File: src/rtl/noc_endpoint.sv
// NoC endpoint: packs PE payloads into flits through a first-word-fall-through
// injection FIFO, and unpacks locally addressed flits into a one-deep ejection register.
module noc_endpoint #(
  parameter int DataWidth = 32,
  parameter int MyAddr    = 0,
  parameter int AddrMax   = 255,
  parameter int FifoDepth = 4
) (
  input  logic                 i_mclk,
  input  logic                 i_reset,
  input  logic [DataWidth-9:0] i_pe_data,
  input  logic [7:0]           i_pe_dest,
  input  logic                 i_pe_valid,
  output logic                 o_pe_ready,
  output logic [DataWidth-1:0] o_data,
  output logic                 o_data_valid,
  input  logic                 i_data_ready,
  input  logic [DataWidth-1:0] i_data,
  input  logic                 i_data_valid,
  output logic                 o_data_ready,
  output logic [DataWidth-9:0] o_pe_data,
  output logic                 o_pe_valid,
  input  logic                 i_pe_ready,
  output logic [15:0]          o_tx_cnt,
  output logic [15:0]          o_rx_cnt,
  output logic [15:0]          o_inj_drop_cnt,
  output logic [15:0]          o_misroute_cnt
);

  localparam int PW = $clog2(FifoDepth);
  localparam int CW = PW + 1;

  logic [DataWidth-1:0] fifo_mem [FifoDepth];
  logic [PW-1:0]        wr_ptr_reg, rd_ptr_reg;
  logic [CW-1:0]        count_reg;
  logic                 fifo_full, fifo_empty, dest_ok, push, pop, inj_drop;

  assign fifo_full    = (count_reg == CW'(FifoDepth));
  assign fifo_empty   = (count_reg == '0);
  assign o_pe_ready   = ~fifo_full;
  assign o_data_valid = ~fifo_empty;
  assign o_data       = fifo_mem[rd_ptr_reg];

  // Nine-bit compare so AddrMax = 255 is a legal, never-rejecting setting.
  assign dest_ok  = ({1'b0, i_pe_dest} <= 9'(AddrMax));
  assign push     = i_pe_valid & ~fifo_full & dest_ok;
  assign inj_drop = i_pe_valid & ~fifo_full & ~dest_ok;
  assign pop      = ~fifo_empty & i_data_ready;

  always_ff @(posedge i_mclk) begin
    if (push) fifo_mem[wr_ptr_reg] <= {i_pe_dest, i_pe_data};
  end

  always_ff @(posedge i_mclk or posedge i_reset) begin
    if (i_reset) begin
      wr_ptr_reg <= '0;
      rd_ptr_reg <= '0;
      count_reg  <= '0;
    end else begin
      if (push) wr_ptr_reg <= wr_ptr_reg + PW'(1);
      if (pop)  rd_ptr_reg <= rd_ptr_reg + PW'(1);
      case ({push, pop})
        2'b10:   count_reg <= count_reg + CW'(1);
        2'b01:   count_reg <= count_reg - CW'(1);
        default: count_reg <= count_reg;
      endcase
    end
  end

  logic                 pe_valid_reg;
  logic [DataWidth-9:0] pe_data_reg;
  logic                 flit_acc, hdr_match, eject_take, misroute;

  assign o_data_ready = ~pe_valid_reg | i_pe_ready;
  assign flit_acc     = i_data_valid & o_data_ready;
  assign hdr_match    = (i_data[DataWidth-1 -: 8] == 8'(MyAddr));
  assign eject_take   = pe_valid_reg & i_pe_ready;
  assign misroute     = flit_acc & ~hdr_match;
  assign o_pe_valid   = pe_valid_reg;
  assign o_pe_data    = pe_data_reg;

  always_ff @(posedge i_mclk or posedge i_reset) begin
    if (i_reset) begin
      pe_valid_reg <= 1'b0;
      pe_data_reg  <= '0;
    end else if (flit_acc & hdr_match) begin
      pe_valid_reg <= 1'b1;
      pe_data_reg  <= i_data[DataWidth-9:0];
    end else if (eject_take) begin
      pe_valid_reg <= 1'b0;
    end
  end

  // Saturating event counters: tx, rx, injection drop, misroute.
  logic [3:0]       cnt_inc;
  logic [3:0][15:0] cnt_val;

  assign cnt_inc = {misroute, inj_drop, eject_take, pop};

  for (genvar gi = 0; gi < 4; gi++) begin : g_cnt
    logic [15:0] cnt_reg;
    always_ff @(posedge i_mclk or posedge i_reset) begin
      if (i_reset)
        cnt_reg <= '0;
      else if (cnt_inc[gi] && cnt_reg != 16'hFFFF)
        cnt_reg <= cnt_reg + 16'd1;
    end
    assign cnt_val[gi] = cnt_reg;
  end

  assign o_tx_cnt       = cnt_val[0];
  assign o_rx_cnt       = cnt_val[1];
  assign o_inj_drop_cnt = cnt_val[2];
  assign o_misroute_cnt = cnt_val[3];

endmodule

File: config.mk
export PLATFORM = sky130hd
export DESIGN_NAME = noc_endpoint
export DESIGN_NICKNAME = d
export VERILOG_FILES = /design/src/rtl/noc_endpoint.sv
export SDC_FILE = /design/constraint.sdc
export NUM_CORES = 1
export LEC_CHECK = 0
export ABC_CLOCK_PERIOD_IN_PS = 4600
export BUFFER_PORTS_ARGS = -buffer_cell sky130_fd_sc_hd__buf_2
export CAP_MARGIN = 30
export CORE_ASPECT_RATIO = 1.25
export CORE_MARGIN = 2
export CORE_UTILIZATION = 58
export CTS_CLUSTER_DIAMETER = 80
export DETAILED_ROUTE_END_ITERATION = 8
export GPL_ROUTABILITY_DRIVEN = 0
export PLACE_DENSITY_LB_ADDON = 0.1
export SETUP_SLACK_MARGIN = 0.02
export SYNTH_ARGS = -nofsm -noshare
export SYNTH_HDL_FRONTEND = slang
export SYNTH_SLANG_ARGS = --single-unit
File: constraint.sdc
create_clock -name i_mclk -period 4.6 [get_ports i_mclk]
set_input_delay 0.92 -clock i_mclk [delete_from_list [all_inputs] [get_ports i_mclk]]
set_output_delay 0.92 -clock i_mclk [all_outputs]
set_load 0.05 [all_outputs]
==> out/qor.yml, run 1 <==
die_x_um: 113
grt-ovfl-total: 0
hold_class: "flop to flop"
clk_pin_slew_ns: 0.07
ios: 194
worst_slack_ns: 1.23
hold_ws_ns: 0.493
coreArea_sq_um: 14400
regMostFlops: "fifo_mem"
antenna_found_initial: 1
final-hold-violation-count: 0
tns_ns: 0
largest_reg_flops: 128
drive_gt1_share_pct: 41.2
grtUsageTotal_pct: 21.5
slew_violations: 0
cts.htree.levels: 1
cts_tree: "done"
viasPerCell: 5.67
setup.worst_path.start_class: "flop"
seqPwrFrac_pct: 39.6
die_h_um: 140
power.internal_mw: 4.10
wl_um: 16800
ys_ff_latch: 208
yosys_warnings: 0
postCtsSetupBuffers: 0
p_switching_mw: 2.55
max_freq_mhz: 296
insertion_delay_ns: 0.49
ctsLongestPathBuffers: 3
path_class: "flop to output pin"
grt_max_degree: 46
start_util_pct: 59.5
worst_slew_pin_slew_ns: 0.914
syn_inst: 507
finalClockSkew_ns: 0.0158
hold_start: "o_tx_cnt[15]$_DFFE_PP0P_"
regToRegStartpoint: "count_reg[1]$_DFFE_PP0P_"
powerDensity_nw_per_um2: 644
status: "finished clean"
cts.sinks: 208
p_clk_share_pct: 26.3
yosysSeqAreaShare_pct: 68.1
drt_iter0_markers: 454
grt_first_pass_wirelength_um: 27100
syn_avg_cell_area_sq_um: 16.9
min_period_ns: 3.37
fin_area_sq_um: 10300
area_growth_pct: 20.3
dieArea_sq_um: 15800
crit_arrival_ns: 2.45
cp_max_fo: 25
placed_area_sq_um: 9600
post-place-ws_ns: 1.68
cts_resized: 0
clockRootBuffer: "clkbuf_16"
fin_util_pct: 71.6
ant_nets: 0
setup_viol: 0
power.leakage_nw: 4.44
hold_buffers: 0
port_buffers: 177
grt_pass1_vias: 5245
slew_headroom_pct: 39.0
firstDrtPassIters: 5
cp_data_required_time_ns: 3.68
nets: 778
wire_per_inst_um: 18.9
vdd_ir_drop_max_v: 0.000657
rows: 49
fill_cells: 937
vias: 5055
ff2ff_setup_slack_ns: 2.37
cp-end-kind: "output pin"
hold_path_depth: 1
reg2reg_depth: 10
synthDistinctLibCells: 46
hold_end: "o_tx_cnt[15]$_DFFE_PP0P_"
dp_hpwl_um: 11500
numCtsBuffers: 21
pwr-share-comb_pct: 34.1
drc_errors: 0
r2r-end: "count_reg[2]$_DFFE_PP0P_"
syn_area_sq_um: 8580
grt_setup_unrepaired: "no"
period_share_pct: 73.4
cap_violations: 0
swShare_pct: 38.4
[critical path: stages, from the launching register on]
cell and delay, ns:
dfrtp_2 0.91, buf_4 0.31, mux4_2 0.51, buf_2 0.22
[worst max-delay path by stage]
stage / end / from / cells past startpoint
after detailed placement: o_data[26] / rd_ptr_reg[0]$_DFFE_PP0P_ / 3
after global routing: o_data[25] / rd_ptr_reg[0]$_DFFE_PP0P_ / 3
after floorplan: count_reg[0]$_DFFE_PP0P_ / i_reset / 1
after CTS: o_data[26] / rd_ptr_reg[0]$_DFFE_PP0P_ / 3
after global placement: o_data[26] / rd_ptr_reg[0]$_DFFE_PP0P_ / 3
final: o_data[26] / rd_ptr_reg[0]$_DFFE_PP0P_ / 3
[cells in the mapped netlist, drive strengths merged]
library cell / number / share of area, %
fa: 1 / 0.23
buf: 23 / 2.0
nor2: 10 / 0.47
ha: 8 / 1.2
o21ai: 5 / 0.29
nor4: 9 / 0.83
o31ai: 1 / 0.088
a21oi: 6 / 0.35
a31oi: 2 / 0.15
a211oi: 1 / 0.088
or3: 1 / 0.073
and2: 2 / 0.15
and4: 8 / 0.82
and3: 11 / 0.80
inv: 11 / 0.48
xor2: 25 / 2.6
mux2i: 1 / 0.12
mux2: 32 / 5.0
conb: 1 / 0.044
o21a: 1 / 0.088
a2111oi: 1 / 0.10
nor2b: 1 / 0.073
nand3b: 1 / 0.088
or4: 3 / 0.31
edfxtp: 128 / 45
nand2: 19 / 0.83
clkbuf: 5 / 0.22
nand2b: 1 / 0.10
nor4bb: 1 / 0.12
mux4: 32 / 8.4
nor3b: 1 / 0.088
xnor2: 17 / 1.7
dfrtp: 80 / 23
nor3: 13 / 0.76
o41a: 1 / 0.13
nand4: 21 / 1.5
o211ai: 1 / 0.15
nor4b: 1 / 0.10
nand3: 21 / 1.4
[area by class of cell]
| class | instances | area [sq um] | share of cell area, % |
|---|---|---|---|
| sequential | 208 | 5850 | 56.7 |
| multi-input combinational | 275 | 2570 | 24.9 |
| timing repair buffer | 182 | 923 | 8.95 |
| clock buffer | 25 | 571 | 5.53 |
| tap | 178 | 223 | 2.16 |
| clock inverter | 12 | 144 | 1.39 |
| inverter | 11 | 41.3 | 0.400 |
| antenna | 1 | 2.50 | 0.0243 |
[per-stage QoR]
| step | total power, mW | std cells |
|---|---|---|
| 2_1_floorplan | 4.42 | 522 |
| 3_3_place_gp | 4.90 | 854 |
| 3_5_place_dp | 4.96 | 854 |
| 4_1_cts | 6.71 | 891 |
| 5_1_grt | 6.92 | 891 |
| 6_report | 6.65 | 892 |
[power groups by stage]
stage	Clock, mW	Combinational, mW	Sequential, mW
CTS	1.79	2.29	2.64
floorplan	0	1.58	2.84
detailed placement	0	2.29	2.67
finish	1.75	2.26	2.63
global placement	0	2.26	2.65
global route	1.86	2.38	2.68
[logic make-up (layout without fill, tap and decap cells)]
group	count (synthesis)	in the layout	share of synthesized area (%)
AO/OA/AOI/OAI	19	19	1.43
AND/OR/NAND/NOR	124	124	8.50
other	1	17	0.0437
adder cells (fa/ha/maj)	9	9	1.40
multiplexers	65	65	13.5
XOR/XNOR	42	42	4.29
buffers and inverters	39	230	2.65
flip-flops	208	208	68.1
[placed cells by master (no fill, tap or decap), types with 6 or more instances in the layout]
cell,count
xnor2_1,17
dfrtp_1,79
xor2_1,25
conb_1,16
nand2_1,19
clkbuf_16,21
and3_1,7
nand3_1,20
ha_1,8
mux2_2,13
nor3_1,13
nor4_1,8
clkinv_2,6
inv_1,10
a21oi_1,6
edfxtp_1,128
mux4_2,32
and4_1,8
mux2_4,19
nor2_1,9
buf_2,177
nand4_1,21
[routing by layer]
layer | global-route usage (%) | part of all wire [%]
met1 | 28.1 | 39
met2 | 36.8 | 52
met3 | 4.41 | 6.8
met4 | 6.61 | 2.4
met5 | 0 | 0.077
(Power assumes the default switching activity.)
==> run 2: changes to the inputs <==
Settings changed: ABC_AREA set to 1, ABC_CLOCK_PERIOD_IN_PS 4600 to 3300, CORE_UTILIZATION 58 to 55.
Clock period 4.6 ns to 3.3 ns, I/O delays scaled along.
==> out/qor.yml, run 2 <==
slew_violations: 0  # unchanged
wire_per_inst_um: 14.6  # was 18.9 um
grtUsageTotal_pct: 22.1  # was 21.5%
syn_area_sq_um: 9260  # was 8580 sq um
worstPathCellList: "inv_2, buf_12, o21ai_0, o22ai_1, buf_2"  # was buf_4, mux4_2, buf_2
grt_max_degree: 66  # was 46
ctsLongestPathBuffers: 3  # unchanged
netlist_top_cells_area: "edfxtp_1, dfrtp_1, nand2_1"  # was edfxtp_1, dfrtp_1, mux4_2
hold_class: "input port to async pin"  # was flop to flop
cp-end-kind: "output pin"  # unchanged
yosysTopAreaCellShare_pct: 41.5  # was 44.8%
max_stage_delay_ns: 0.40  # was 0.91 ns
critical-path-top-delay-family: "buffers and inverters"  # was flip-flops
tns_ns: 0  # unchanged
yosys_warnings: 0  # unchanged
period_share_pct: 86.2
area_growth_pct: 19.6  # was 20.3%
drc_errors: 0  # unchanged
viasPerCell: 5.10  # was 5.67
synth_top_area_cell: "edfxtp_1"  # unchanged
crit_arrival_ns: 2.19  # was 2.45 ns
firstDrtPassIters: 6  # was 5
cp_data_required_time_ns: 2.64  # was 3.68 ns
largest_reg_flops: 128  # unchanged
insertion_delay_ns: 0.49  # about the same
die_x_um: 120  # was 113 um
synthArstFlopShare_pct: 38.5  # unchanged
power.leakage_nw: 4.91  # was 4.44 nW
final-hold-violation-count: 0  # unchanged
fill_cells: 1354  # was 937
dieArea_sq_um: 17900  # was 15800 sq um
drive_gt1_share_pct: 22.5  # was 41.2%
clk_pin_slew_ns: 0.06  # was 0.07 ns
vias: 6875  # was 5055
path_class: "flop to output pin"  # unchanged
dp_hpwl_um: 13000  # was 11500 um
drt_iter0_markers: 494  # was 454
synthFlopType: "edfxtp_1"  # unchanged
powerDensity_nw_per_um2: 860  # was 644 nW/um^2
vdd_ir_drop_max_v: 0.000493  # was 0.000657 V
ys_ff_latch: 208  # unchanged
cts.htree.levels: 1  # unchanged
cp_slowest_cell: "dfrtp_2"  # unchanged
clockRootBuffer: "clkbuf_16"  # unchanged
wl_um: 19700  # was 16800 um
ff2ff_setup_slack_ns: 1.07  # was 2.37 ns
final_common_cell: "nand2_1"  # was buf_2
grt_first_pass_wirelength_um: 31800  # was 27100 um
setup_viol: 0  # unchanged
synth_common_cells: "nand2_1, nor2_1, edfxtp_1"  # was edfxtp_1, dfrtp_1, mux4_2
final_cell_mix: "nand2_1, buf_2, edfxtp_1, nor2_1, o21ai_0"  # was buf_2, edfxtp_1, dfrtp_1, mux4_2, xor2_1
numCtsBuffers: 21  # unchanged
max_freq_mhz: 351
path_buf_inv: 3  # was 2
die_h_um: 149  # was 140 um
hold_ws_ns: 0.269  # was 0.493 ns
status: "finished clean"  # unchanged
antenna_found_initial: 2  # was 1
start_util_pct: 55.6  # was 59.5%
finalClockSkew_ns: 0.00968  # was 0.0158 ns
slew_headroom_pct: 48.4  # was 39.0%
nets: 1190  # was 778
synth_edf_count: 128  # unchanged
worst_slew_pin_slew_ns: 0.774  # was 0.914 ns
ant_nets: 0  # unchanged
syn_avg_cell_area_sq_um: 9.96  # was 16.9 sq um
coreArea_sq_um: 16600  # was 14400 sq um
cp_max_fo: 37  # was 25
yosysMostFrequentCell: "nand2_1"  # was edfxtp_1
cts_resized: 0  # unchanged
regMostFlops: "fifo_mem"  # unchanged
ios: 194  # unchanged
cap_violations: 0  # unchanged
port_buffers: 177  # unchanged
regToRegStartpoint: "count_reg[0]$_DFFE_PP0P_"  # was count_reg[1]$_DFFE_PP0P_
grt_setup_unrepaired: "no"  # unchanged
hold_buffers: 0  # unchanged
rows: 53  # was 49
syn_inst: 930  # was 507
crit_start: "rd_ptr_reg[0]$_DFFE_PP0P_"  # unchanged
synthDistinctLibCells: 30  # was 46
setup.worst_path.start_class: "flop"  # unchanged
postCtsSetupBuffers: 0  # unchanged
grt_pass1_vias: 6549  # was 5245
cts_tree: "done"  # unchanged
cts.sinks: 208  # unchanged
grt-ovfl-total: 0  # unchanged
yosysSeqAreaShare_pct: 63.1  # was 68.1%
min_period_ns: 2.85
[run 2: changes by cell type in the layout (fill, tap and decap cells not counted), sizes merged, moves of 9 or more]
| cell | before | now |
|---|---|---|
| nor4 | 9 | 0 |
| inv | 11 | 57 |
| o21ai | 5 | 91 |
| nand3 | 21 | 44 |
| nor3 | 13 | 0 |
| mux2 | 32 | 0 |
| xor2 | 25 | 12 |
| nand2 | 19 | 265 |
| nand4 | 21 | 11 |
| and3 | 11 | 0 |
| nor2 | 10 | 139 |
| mux4 | 32 | 0 |
| o22ai | 0 | 32 |
[run 2: cells by family after synthesis]
kind of cell / count (synthesis) / share of synthesized area (%)
compound gates: 125 / 7.39
flops: 208 / 63.1
simple gates: 462 / 20.8
fa+ha+maj: 9 / 1.30
xor+xnor: 21 / 1.99
other cells: 1 / 0.0405
buf+inv: 104 / 5.42
[run 2: cell type report]
class / instances / area [sq um] / area share [%]
clock inverters: 8 / 145 / 1.31
inverters: 57 / 215 / 1.94
diodes: 2 / 5.00 / 0.0452
repair buffers: 190 / 1020 / 9.22
multi-input cells: 633 / 3000 / 27.1
well taps: 220 / 275 / 2.48
clock buffers: 30 / 569 / 5.14
flip-flops and latches: 208 / 5850 / 52.8
[run 2: final timing paths]
| check | to | depth (start not counted) |
|---|---|---|
| max in group asynchronous | o_misroute_cnt[1]$_DFFE_PP0P_ | 3 |
| min reg2reg | o_pe_data[17]$_DFFE_PP0P_ | 2 |
| max | o_data[20] | 5 |
| min | o_pe_data[14]$_DFFE_PP0P_ | 2 |
| min in group i_mclk | fifo_mem[1][15]$_DFFE_PP_ | 1 |
| max reg2reg | count_reg[2]$_DFFE_PP0P_ | 9 |
[run 2: where the power goes]
group          internal (mW)  switching, mW
registers               3.25          0.206
clock network           1.52          0.938
logic                  0.826           2.79
total                   5.59           3.94
[run 2: stage by stage]
stage                     total power, mW  utilization [%]  setup slack (ns)  instance area (sq um)  instances
after detailed placement             7.15             62.2             0.927                  10400       1308
after global routing                 10.0             66.5             0.367                  11100       1346
after CTS                            9.61             66.5             0.446                  11100       1346
final                                9.53             66.6             0.455                  11100       1348
after global placement               7.09             62.2             0.952                  10400       1308
after floorplan                      6.22                -             0.413                   9320        945
[run 2: routing by layer]
layer  track usage, %  up-vias  wire length [um]
met2             38.7      188             10000
met5                0        -                 0
li1                 -     3433                 -
met3             3.94       33              1160
met1             28.1     3221              8060
met4             6.35        0               443
==> run 3: changes to the inputs <==
Settings changed: CELL_PAD_IN_SITES_DETAIL_PLACEMENT set to 1, CELL_PAD_IN_SITES_GLOBAL_PLACEMENT set to 1, CORE_UTILIZATION 55 to 42.
==> out/qor.yml, run 3 (same netlist as run 2, synthesis figures left out) <==
ant_nets: 0  # unchanged
grt_max_degree: 66  # unchanged
status: "finished clean"  # unchanged
cp_data_required_time_ns: 2.64  # about the same
clk_pin_slew_ns: 0.06  # about the same
worst_slew_pin_slew_ns: 0.851  # was 0.774 ns
antenna_found_initial: 4  # was 2
nets: 1188  # was 1190
max_freq_mhz: 355  # was 351 MHz
post-place-ws_ns: 0.906  # was 0.927 ns
postCtsSetupBuffers: 0  # unchanged
cp_max_fo: 65  # was 37
path_buf_inv: 2  # was 3
grt_first_pass_wirelength_um: 37500  # was 31800 um
cts_tree: "done"  # unchanged
grt-ovfl-total: 0  # unchanged
vdd_ir_drop_max_v: 0.000481  # was 0.000493 V
wire_per_inst_um: 16.6  # was 14.6 um
final-hold-violation-count: 0  # unchanged
numCtsBuffers: 22  # was 21
worstPathCellList: "buf_4, o21ai_0, o22ai_1, buf_2"  # was inv_2, buf_12, o21ai_0, o22ai_1, buf_2
min_period_ns: 2.81  # was 2.85 ns
dieArea_sq_um: 23300  # was 17900 sq um
rows: 60  # was 53
cts.sinks: 208  # unchanged
critical-path-top-delay-family: "buffers and inverters"  # unchanged
insertion_delay_ns: 0.50  # was 0.49 ns
hold_buffers: 0  # unchanged
powerDensity_nw_per_um2: 871  # was 860 nW/um^2
setup.worst_path.start_class: "flop"  # unchanged
drive_gt1_share_pct: 22.8  # was 22.5%
reg2reg_depth: 9  # unchanged
area_growth_pct: 20.7  # was 19.6%
ios: 194  # unchanged
die_x_um: 137  # was 120 um
final_common_cell: "nand2_1"  # unchanged
drt_iter0_markers: 305  # was 494
cts_resized: 0  # unchanged
finalClockSkew_ns: 0.0119  # was 0.00968 ns
cts.htree.levels: 1  # unchanged
slew_violations: 0  # unchanged
grt_pass1_vias: 7470  # was 6549
cp_num_cells: 4  # was 5
drc_errors: 0  # unchanged
grt_setup_unrepaired: "no"  # unchanged
crit_arrival_ns: 2.15  # was 2.19 ns
hold_class: "input port to async pin"  # unchanged
wl_met1_um: 9600  # was 8060 um
dp_hpwl_um: 15900  # was 13000 um
met2_length_um: 11800  # was 10000 um
ctsLongestPathBuffers: 3  # unchanged
path_class: "flop to output pin"  # unchanged
fin_util_pct: 51.7  # was 66.6%
power.leakage_nw: 4.92  # was 4.91 nW
top_layer: "met5"  # was met4
dr_wl_met3_um: 1420  # was 1160 um
grtUsageTotal_pct: 20.3  # was 22.1%
worst_slack_ns: 0.486  # was 0.455 ns
cp_slowest_cell: "buf_4"  # was dfrtp_2
cap_violations: 0  # unchanged
clockRootBuffer: "clkbuf_16"  # unchanged
firstDrtPassIters: 5  # was 6
die_h_um: 170  # was 149 um
regMostFlops: "fifo_mem"  # unchanged
tns_ns: 0  # unchanged
coreArea_sq_um: 21600  # was 16600 sq um
vias: 7101  # was 6875
wl_um: 23400  # was 19700 um
largest_reg_flops: 128  # unchanged
viasPerCell: 5.06  # was 5.10
max_stage_delay_ns: 0.52  # was 0.40 ns
final_cell_mix: "nand2_1, buf_2, edfxtp_1, nor2_1, o21ai_0"  # unchanged
start_util_pct: 42.8  # was 55.6%
cp-end-kind: "output pin"  # unchanged
port_buffers: 177  # unchanged
power.total_mw: 9.74  # was 9.53 mW
setup_viol: 0  # unchanged
period_share_pct: 85.3  # was 86.2%
slew_headroom_pct: 43.3  # was 48.4%
-- run 3: metal layers --
metal | GRT usage, % | vias to the layer above
met5 | 0 | -
met4 | 5.60 | 6
met3 | 4.74 | 41
met2 | 36.6 | 176
met1 | 24.0 | 3455
li1 | - | 3423
-- run 3: path summary, 6_finish.rpt --
| path | startpoint | to | slack, ns |
|---|---|---|---|
| setup / recovery | rd_ptr_reg[0]$_DFFE_PP0P_ | o_data[30] | 0.49 |
| hold / removal | i_reset | o_misroute_cnt[7]$_DFFE_PP0P_ | 0.29 |
| setup reg to reg | count_reg[0]$_DFFE_PP0P_ | count_reg[2]$_DFFE_PP0P_ | 1.03 |
| hold reg to reg | o_pe_data[21]$_DFFE_PP0P_ | o_pe_data[21]$_DFFE_PP0P_ | 0.47 |
| max in group asynchronous | i_reset | o_rx_cnt[15]$_DFFE_PP0P_ | 2.32 |
| min in group i_mclk | i_pe_dest[0] | fifo_mem[1][24]$_DFFE_PP_ | 0.37 |
-- run 3: layout make-up --
| cell class | instances | area, sq um |
|---|---|---|
| diodes | 1 | 2.50 |
| multi-input cells | 633 | 3000 |
| clock inverters | 15 | 199 |
| fillers | 2483 | 10400 |
| flip-flops and latches | 208 | 5850 |
| well taps | 279 | 349 |
| repair buffers | 187 | 1010 |
| clock buffers | 24 | 558 |
| inverters | 57 | 215 |
-- run 3: worst register-to-register path, stage by stage (launching register included) --
cell and delay, ns:
dfrtp_1 0.41, nor2_1 0.17, nand2_1 0.08, nand2_1 0.41, ha_1 0.24, inv_1 0.07, fa_1 0.38, a21oi_1 0.14
o21ai_0 0.11, xor2_1 0.15
-- run 3: stage by stage --
stage	hold slack, ns	instance area (sq um)	instances
6_report	0.291	11200	1404
5_1_grt	0.355	11200	1404
4_1_cts	0.332	11200	1403
3_5_place_dp	0.461	10400	1364
3_3_place_gp	0.452	10400	1364
2_1_floorplan	0.468	9320	945
-- run 3: where the power goes --
group,total (mW),switching (mW),internal (mW)
Clock,2.57,1.02,1.55
Combinational,3.70,2.87,0.831
Sequential,3.47,0.216,3.25
